### config.mk
export PLATFORM = sky130hd
export DESIGN_NAME = input_conditioner_bank
export DESIGN_NICKNAME = d
export VERILOG_FILES = /design/src/rtl/input_conditioner_bank.sv
export SDC_FILE = /design/constraint.sdc
export NUM_CORES = 1
export LEC_CHECK = 0
export CELL_PAD_IN_SITES_DETAIL_PLACEMENT = 1
export CELL_PAD_IN_SITES_GLOBAL_PLACEMENT = 1
export CORE_ASPECT_RATIO = 1.25
export CORE_UTILIZATION = 40
export DETAILED_ROUTE_END_ITERATION = 12
export PLACE_DENSITY_LB_ADDON = 0.1
export SETUP_SLACK_MARGIN = 0.2
export SLEW_MARGIN = 5
export SYNTH_ARGS = -nofsm -noshare
export SYNTH_HDL_FRONTEND = slang
export SYNTH_SLANG_ARGS = --single-unit
### constraint.sdc
create_clock -name clk -period 1.5 [get_ports clk]
set_clock_uncertainty 0.1 [all_clocks]
set_input_delay 0.15 -clock clk [delete_from_list [all_inputs] [get_ports clk]]
set_output_delay 0.15 -clock clk [all_outputs]
set_load 0.02 [all_outputs]
### src/rtl/input_conditioner_bank.sv
// Bank of independent input conditioners: two-flop synchronizer, counter-based
// debounce, registered edge pulses and sticky edge-seen flags per channel.
module input_conditioner_bank #(
  parameter int   CHANNELS     = 4,
  parameter int   WAITTIME     = 3,
  parameter int   COUNTERWIDTH = 3,
  parameter logic INIT_LEVEL   = 1'b0
) (
  input  logic                clk,
  input  logic                rst_n,
  input  logic [CHANNELS-1:0] noisysignal,
  input  logic [CHANNELS-1:0] enable,
  input  logic [CHANNELS-1:0] clearflags,
  output logic [CHANNELS-1:0] conditioned,
  output logic [CHANNELS-1:0] positiveedge,
  output logic [CHANNELS-1:0] negativeedge,
  output logic [CHANNELS-1:0] edgeflag,
  output logic                anyedge
);

  localparam logic [COUNTERWIDTH-1:0] LAST_COUNT = COUNTERWIDTH'(WAITTIME - 1);
  localparam logic [CHANNELS-1:0]     INIT_VEC   = {CHANNELS{INIT_LEVEL}};

  logic [CHANNELS-1:0]     sync0_q, sync1_q;
  logic [CHANNELS-1:0]     cond_q, cond_d;
  logic [CHANNELS-1:0]     pos_q, pos_d;
  logic [CHANNELS-1:0]     neg_q, neg_d;
  logic [CHANNELS-1:0]     flag_q, flag_d;
  logic [CHANNELS-1:0]     fire;
  logic [COUNTERWIDTH-1:0] cnt_q [CHANNELS];
  logic [COUNTERWIDTH-1:0] cnt_d [CHANNELS];

  // Debounce decision per channel; priority: enable, agreement, terminal count.
  always_comb begin
    cond_d = cond_q;
    fire   = '0;
    cnt_d  = cnt_q;
    for (int i = 0; i < CHANNELS; i++) begin
      if (!enable[i]) begin
        cnt_d[i] = '0;
      end else if (sync1_q[i] == cond_q[i]) begin
        cnt_d[i] = '0;
      end else if (cnt_q[i] == LAST_COUNT) begin
        cond_d[i] = sync1_q[i];
        cnt_d[i]  = '0;
        fire[i]   = 1'b1;
      end else begin
        cnt_d[i] = cnt_q[i] + 1'b1;
      end
    end
  end

  always_comb begin
    pos_d  = fire & sync1_q;
    neg_d  = fire & ~sync1_q;
    // A new pulse overrides a coincident clear request.
    flag_d = fire | (flag_q & ~clearflags);
  end

  always_ff @(posedge clk or negedge rst_n) begin
    if (!rst_n) begin
      sync0_q <= INIT_VEC;
      sync1_q <= INIT_VEC;
      cond_q  <= INIT_VEC;
      pos_q   <= '0;
      neg_q   <= '0;
      flag_q  <= '0;
      for (int i = 0; i < CHANNELS; i++) begin
        cnt_q[i] <= '0;
      end
    end else begin
      sync0_q <= noisysignal;
      sync1_q <= sync0_q;
      cond_q  <= cond_d;
      pos_q   <= pos_d;
      neg_q   <= neg_d;
      flag_q  <= flag_d;
      for (int i = 0; i < CHANNELS; i++) begin
        cnt_q[i] <= cnt_d[i];
      end
    end
  end

  assign conditioned  = cond_q;
  assign positiveedge = pos_q;
  assign negativeedge = neg_q;
  assign edgeflag     = flag_q;
  assign anyedge      = |(pos_q | neg_q);

endmodule

Word level (Yosys, flattened, before mapping)
Cells that the tools add are included.

Register bits: 36. Output and inout port bits: 17.

Equality and inequality tests: 8. $add $sub $neg: 4. Bitwise gates (word level): 11. Muxes and demuxes: 24. Reduce and logical (&&, ||, !) cells: 5.

Operators with widths (number): $mux 3 (12); $add 3x1->3 const B (4); $and 4x4->4 (3); $eq 3x2->1 const B (4); $mux 1 (12); $reduce_and 3->1 (4); $not 4->4 (2); $or 4x4->4 (2); $eq 1x1->1 (4); $not 1->1 (4); $reduce_or 4->1 (1).

Logic depth before layout (Yosys ltp)
Gate-level depths: netlist of the first run.

Depth after elaboration: 5. Gate-level depth with buffers: 2. Mapped depth without buffers: 2.

Least setup slack after synthesis of the first run
Ideal clock, no wire load.

Path type: register to register. Start: register cond_q[1], in the netlist conditioned[1]. End: register cnt_q[6] (netlist name). Slack: 0.287 ns. Period minus slack after synthesis: 1.213 ns. Path buffers: 0. Arrival time: 1.002 ns. Library setup time: 0.111 ns. Stages on the path, launching flop included: 3. Cells stage by stage: dfrtp_1 > xnor2_1 > a2111oi_2.

RTL lines: start, declared (RTL line 25) `logic [CHANNELS-1:0] cond_q, cond_d;`; start signal, assigned (RTL line 74) `cond_q <= cond_d;`; end signal, assigned by index (RTL line 79) `cnt_q[i] <= cnt_d[i];`; end, declared (RTL line 30) `logic [COUNTERWIDTH-1:0] cnt_q [CHANNELS];`.

Final worst setup path of the first run
Start: register pos_q[1], in the netlist positiveedge[1]. End: output anyedge.

Word-level cells in the longest chain between the ends: 2.

Ends and longest elaborated chain: start, declared (RTL line 26) `logic [CHANNELS-1:0] pos_q, pos_d;`; start signal, assigned (RTL line 75) `pos_q <= pos_d;`; $or 4x4->4 (RTL line 88) `assign anyedge = |(pos_q | neg_q);`; $reduce_or 4->1 (RTL line 88); end, declared (RTL line 18) `output logic anyedge`.

No other way between the ends.

==> impl_metrics.tcl, run 1 <==
set metrics [dict create \
    outcome "complete, no violations" \
    track_usage 0.178 \
    chipWidth_um 56.0 \
    path_clk_slew_ps 70 \
    synthDominantCellAreaShare 0.619 \
    viasPerCell 5.32 \
    timing.critical_path.cells "nor4_2 -> nand2_1 -> buf_2" \
    cp-startpoint "positiveedge[1]$_DFF_PN0_" \
    holdWs_ps 145 \
    worstSetupPathType "reg2out" \
    initial_util 0.418 \
    reg2reg_slack_ps 260 \
    slowest_delay_ps 380 \
    io-pin-count 31 \
    post_synth.cell_area_avg_um2 14.1 \
    yosys-top-cells-area "sky130_fd_sc_hd__dfrtp_1 62%, sky130_fd_sc_hd__nand4bb_4 5.7%, sky130_fd_sc_hd__a2111oi_2 4.1%, sky130_fd_sc_hd__a211oi_1 4.1%, sky130_fd_sc_hd__nand3b_1 4.1%" \
    clock_tree.buffer_depth 2 \
    worstSetupPathDepth 3 \
    synth_warnings 0 \
    yosys.cell_types.count 16 \
    finalMaxSlewViolations 0 \
    max-cap-violations 0 \
    synth_top_flop_cell "sky130_fd_sc_hd__dfrtp_1" \
    syn_nets 117 \
    grt_pass1_vias 1096 \
    detailroute.via_count 963 \
    synthToLayoutAreaGrowth_pct 34.7 \
    layout.nets 155 \
    total_die_area_um2 3890 \
    critical_path.top_delay_family "flip-flops" \
    rsz0062_at_grt "true" \
    r2r_end "conditioned[0]$_DFFE_PN0P_" \
    wl_per_cell_um 16.1 \
    cts-buffers-inserted 5 \
    top_cells_by_instance_count_after_synthesis "36 x sky130_fd_sc_hd__dfrtp_1, 12 x sky130_fd_sc_hd__inv_1, 8 x sky130_fd_sc_hd__a211oi_1, 8 x sky130_fd_sc_hd__nand3b_1" \
    timing.critical_path.to "anyedge" \
    finalSetupViolCount 0 \
    grt_start_max_net_pins 37 \
    route.antenna.remaining_nets 0 \
    setup-tns-final_ps 0 \
    rr_worst_depth 2 \
    timing.critical_path.buf_inv 1 \
    global_route_wire_length_before_repair_um 5180 \
    finalCriticalPeriod_ps 1420 \
    path_max_fanout 2 \
    io_buffers 30 \
    diodes 0 \
    worst_slew_margin_rel 0.778 \
    tritoncts "built" \
    drc_errors_left 0 \
    rows 24 \
    power.leakage_nw 0.850 \
    max_freq_mhz 704 \
    worstSkewPairLatency_ps 280 \
    synth_edf_count 0 \
    post-synth-top-area-cell "sky130_fd_sc_hd__dfrtp_1" \
    post_synth_instance_area_um2 1460 \
    worstSetupEndpointType "output port" \
    synth-async-reset-ratio 1.00 \
    cts.root.buffer_cell "sky130_fd_sc_hd__clkbuf_8" \
    antenna_found_initial 0 \
    ctsHtreeMaxLevel 2 \
    critical_path.slowest_cell "sky130_fd_sc_hd__dfrtp_1" \
    synth.most_common_cell "sky130_fd_sc_hd__dfrtp_1" \
    timing.critical_path.required_ps 1250 \
    finalWirelength_um 2910 \
    syn_inst 103 \
    die_h_um 69.5 \
    first_iter_violations 6 \
    detailedPlacementHpwl_um 2080 \
    worst-endpoint-arrival_ps 1170 \
    cts_hold_buffers 0 \
    cellPowerDensity_nw_per_um2 1400 \
    drive_above_1_share 0.254 \
    cts.sink_count 36 \
    origin_of_the_critical_flop_to_flop_path "cnt_q[9]$_DFF_PN0_" \
    holdCritPathClass "in2async" \
    worst-slew-pin-transition_ps 331 \
    globalRouteOverflowTotal 0 \
    placeableCoreArea_um2 3480 \
    gp_congestion 0.714 \
    crit_path_start_kind "flop" \
    ys_seq_area_frac 0.619 \
    part_of_the_cycle_the_worst_path_needs 0.947 \
    ys_seq_elements 36 \
    finalHoldViolations 0 \
    vdd_drop_max_v 0.000946 \
    drt_pre_antenna_iters 4 \
]
[where the power goes]
part	switching, W	leakage [nW]	internal, W	total (W)
Clock	0.000327	0.0552	0.000493	0.000820
Combinational	0.000297	0.323	0.000332	0.000629
Sequential	0.000198	0.472	0.00110	0.00130
[metrics by stage]
stage / utilization / cell area, µm² / total power (W) / std cells / worst slack (ps)
2_1_floorplan: - / 1460 / 0.00163 / 103 / 287
3_3_place_gp: 0.524 / 1830 / 0.00188 / 173 / -23.8
3_5_place_dp: 0.524 / 1830 / 0.00193 / 173 / -78.3
4_1_cts: 0.554 / 1930 / 0.00274 / 181 / 49.8
5_1_grt: 0.563 / 1960 / 0.00290 / 181 / -23.5
6_report: 0.563 / 1960 / 0.00275 / 181 / 79.9
[cells in the final DEF, fill, tap and decap left out, drive strengths merged, types with 2 or more instances in the layout]
| master | instances |
|---|---|
| nand2b | 4 |
| buf | 2 |
| inv | 12 |
| nor4 | 2 |
| nand4bb | 4 |
| dfrtp | 36 |
| xnor2 | 4 |
| clkdlybuf4s15 | 3 |
| dlygate4sd2 | 11 |
| nor3 | 4 |
| nand3b | 8 |
| o22ai | 4 |
| clkbuf | 8 |
| clkdlybuf4s50 | 13 |
| a211oi | 8 |
| mux2 | 4 |
| a21bo | 4 |
| a2111oi | 4 |
| nor3b | 4 |
[layer usage]
metal	up-vias	global-route usage	routed length (µm)
met5	-	0	0
met4	0	0.0650	24
met3	2	0.0653	145
met2	28	0.299	1580
met1	484	0.206	1160
li1	449	-	-
[state kept, by name, summed over array words and instances, names as in the netlist]
register / count
sync1_q: 4
negativeedge: 4
sync0_q: 4
edgeflag: 4
cnt_q: 12
conditioned: 4
positiveedge: 4
[worst min-delay path by stage]
stage                                     from                        end  slack [ps]  cells after the start
after floorplan                          rst_n         cnt_q[0]$_DFF_PN0_        -250                      0
after global placement    sync0_q[3]$_DFF_PN0_       sync1_q[3]$_DFF_PN0_         230                      0
after detailed placement  sync0_q[1]$_DFF_PN0_       sync1_q[1]$_DFF_PN0_         240                      0
after CTS                                rst_n  negativeedge[2]$_DFF_PN0_         140                      2
after global routing                     rst_n  positiveedge[2]$_DFF_PN0_         160                      2
final                                    rst_n       sync1_q[3]$_DFF_PN0_         140                      2
[cell families (layout without fill, tap and decap cells)]
logic type | Yosys count | count (layout) | share of synthesized area
AND/OR/NAND/NOR | 27 | 27 | 0.168
AO/OA/AOI/OAI | 20 | 20 | 0.127
flip-flops | 36 | 36 | 0.619
multiplexers | 4 | 4 | 0.0309
XOR/XNOR | 4 | 4 | 0.0241
buffers and inverters | 12 | 51 | 0.0309
[repair_timing]
action                     4_1_cts  5_1_grt
hold endpoints to repair         0        0
setup buffers                    0        0
pin swaps                        1        0
gates resized for setup         28        9
setup endpoints to repair       18       17
[area by class of cell]
class,count,area (µm²)
tap,39,48.8
sequential,36,903
timing repair buffer,31,294
multi-input combinational,55,563
clock buffer,6,72.6
inverter,12,45.0
fill,366,1520
clock inverter,2,35.0
Power figures use the tool's default switching activity.
==> run 2: changes to the inputs <==
Settings changed: CAP_MARGIN set to 25.
==> results of run 2 <==
Same layout as run 1: the final DEF is identical, and so are final timing and power.
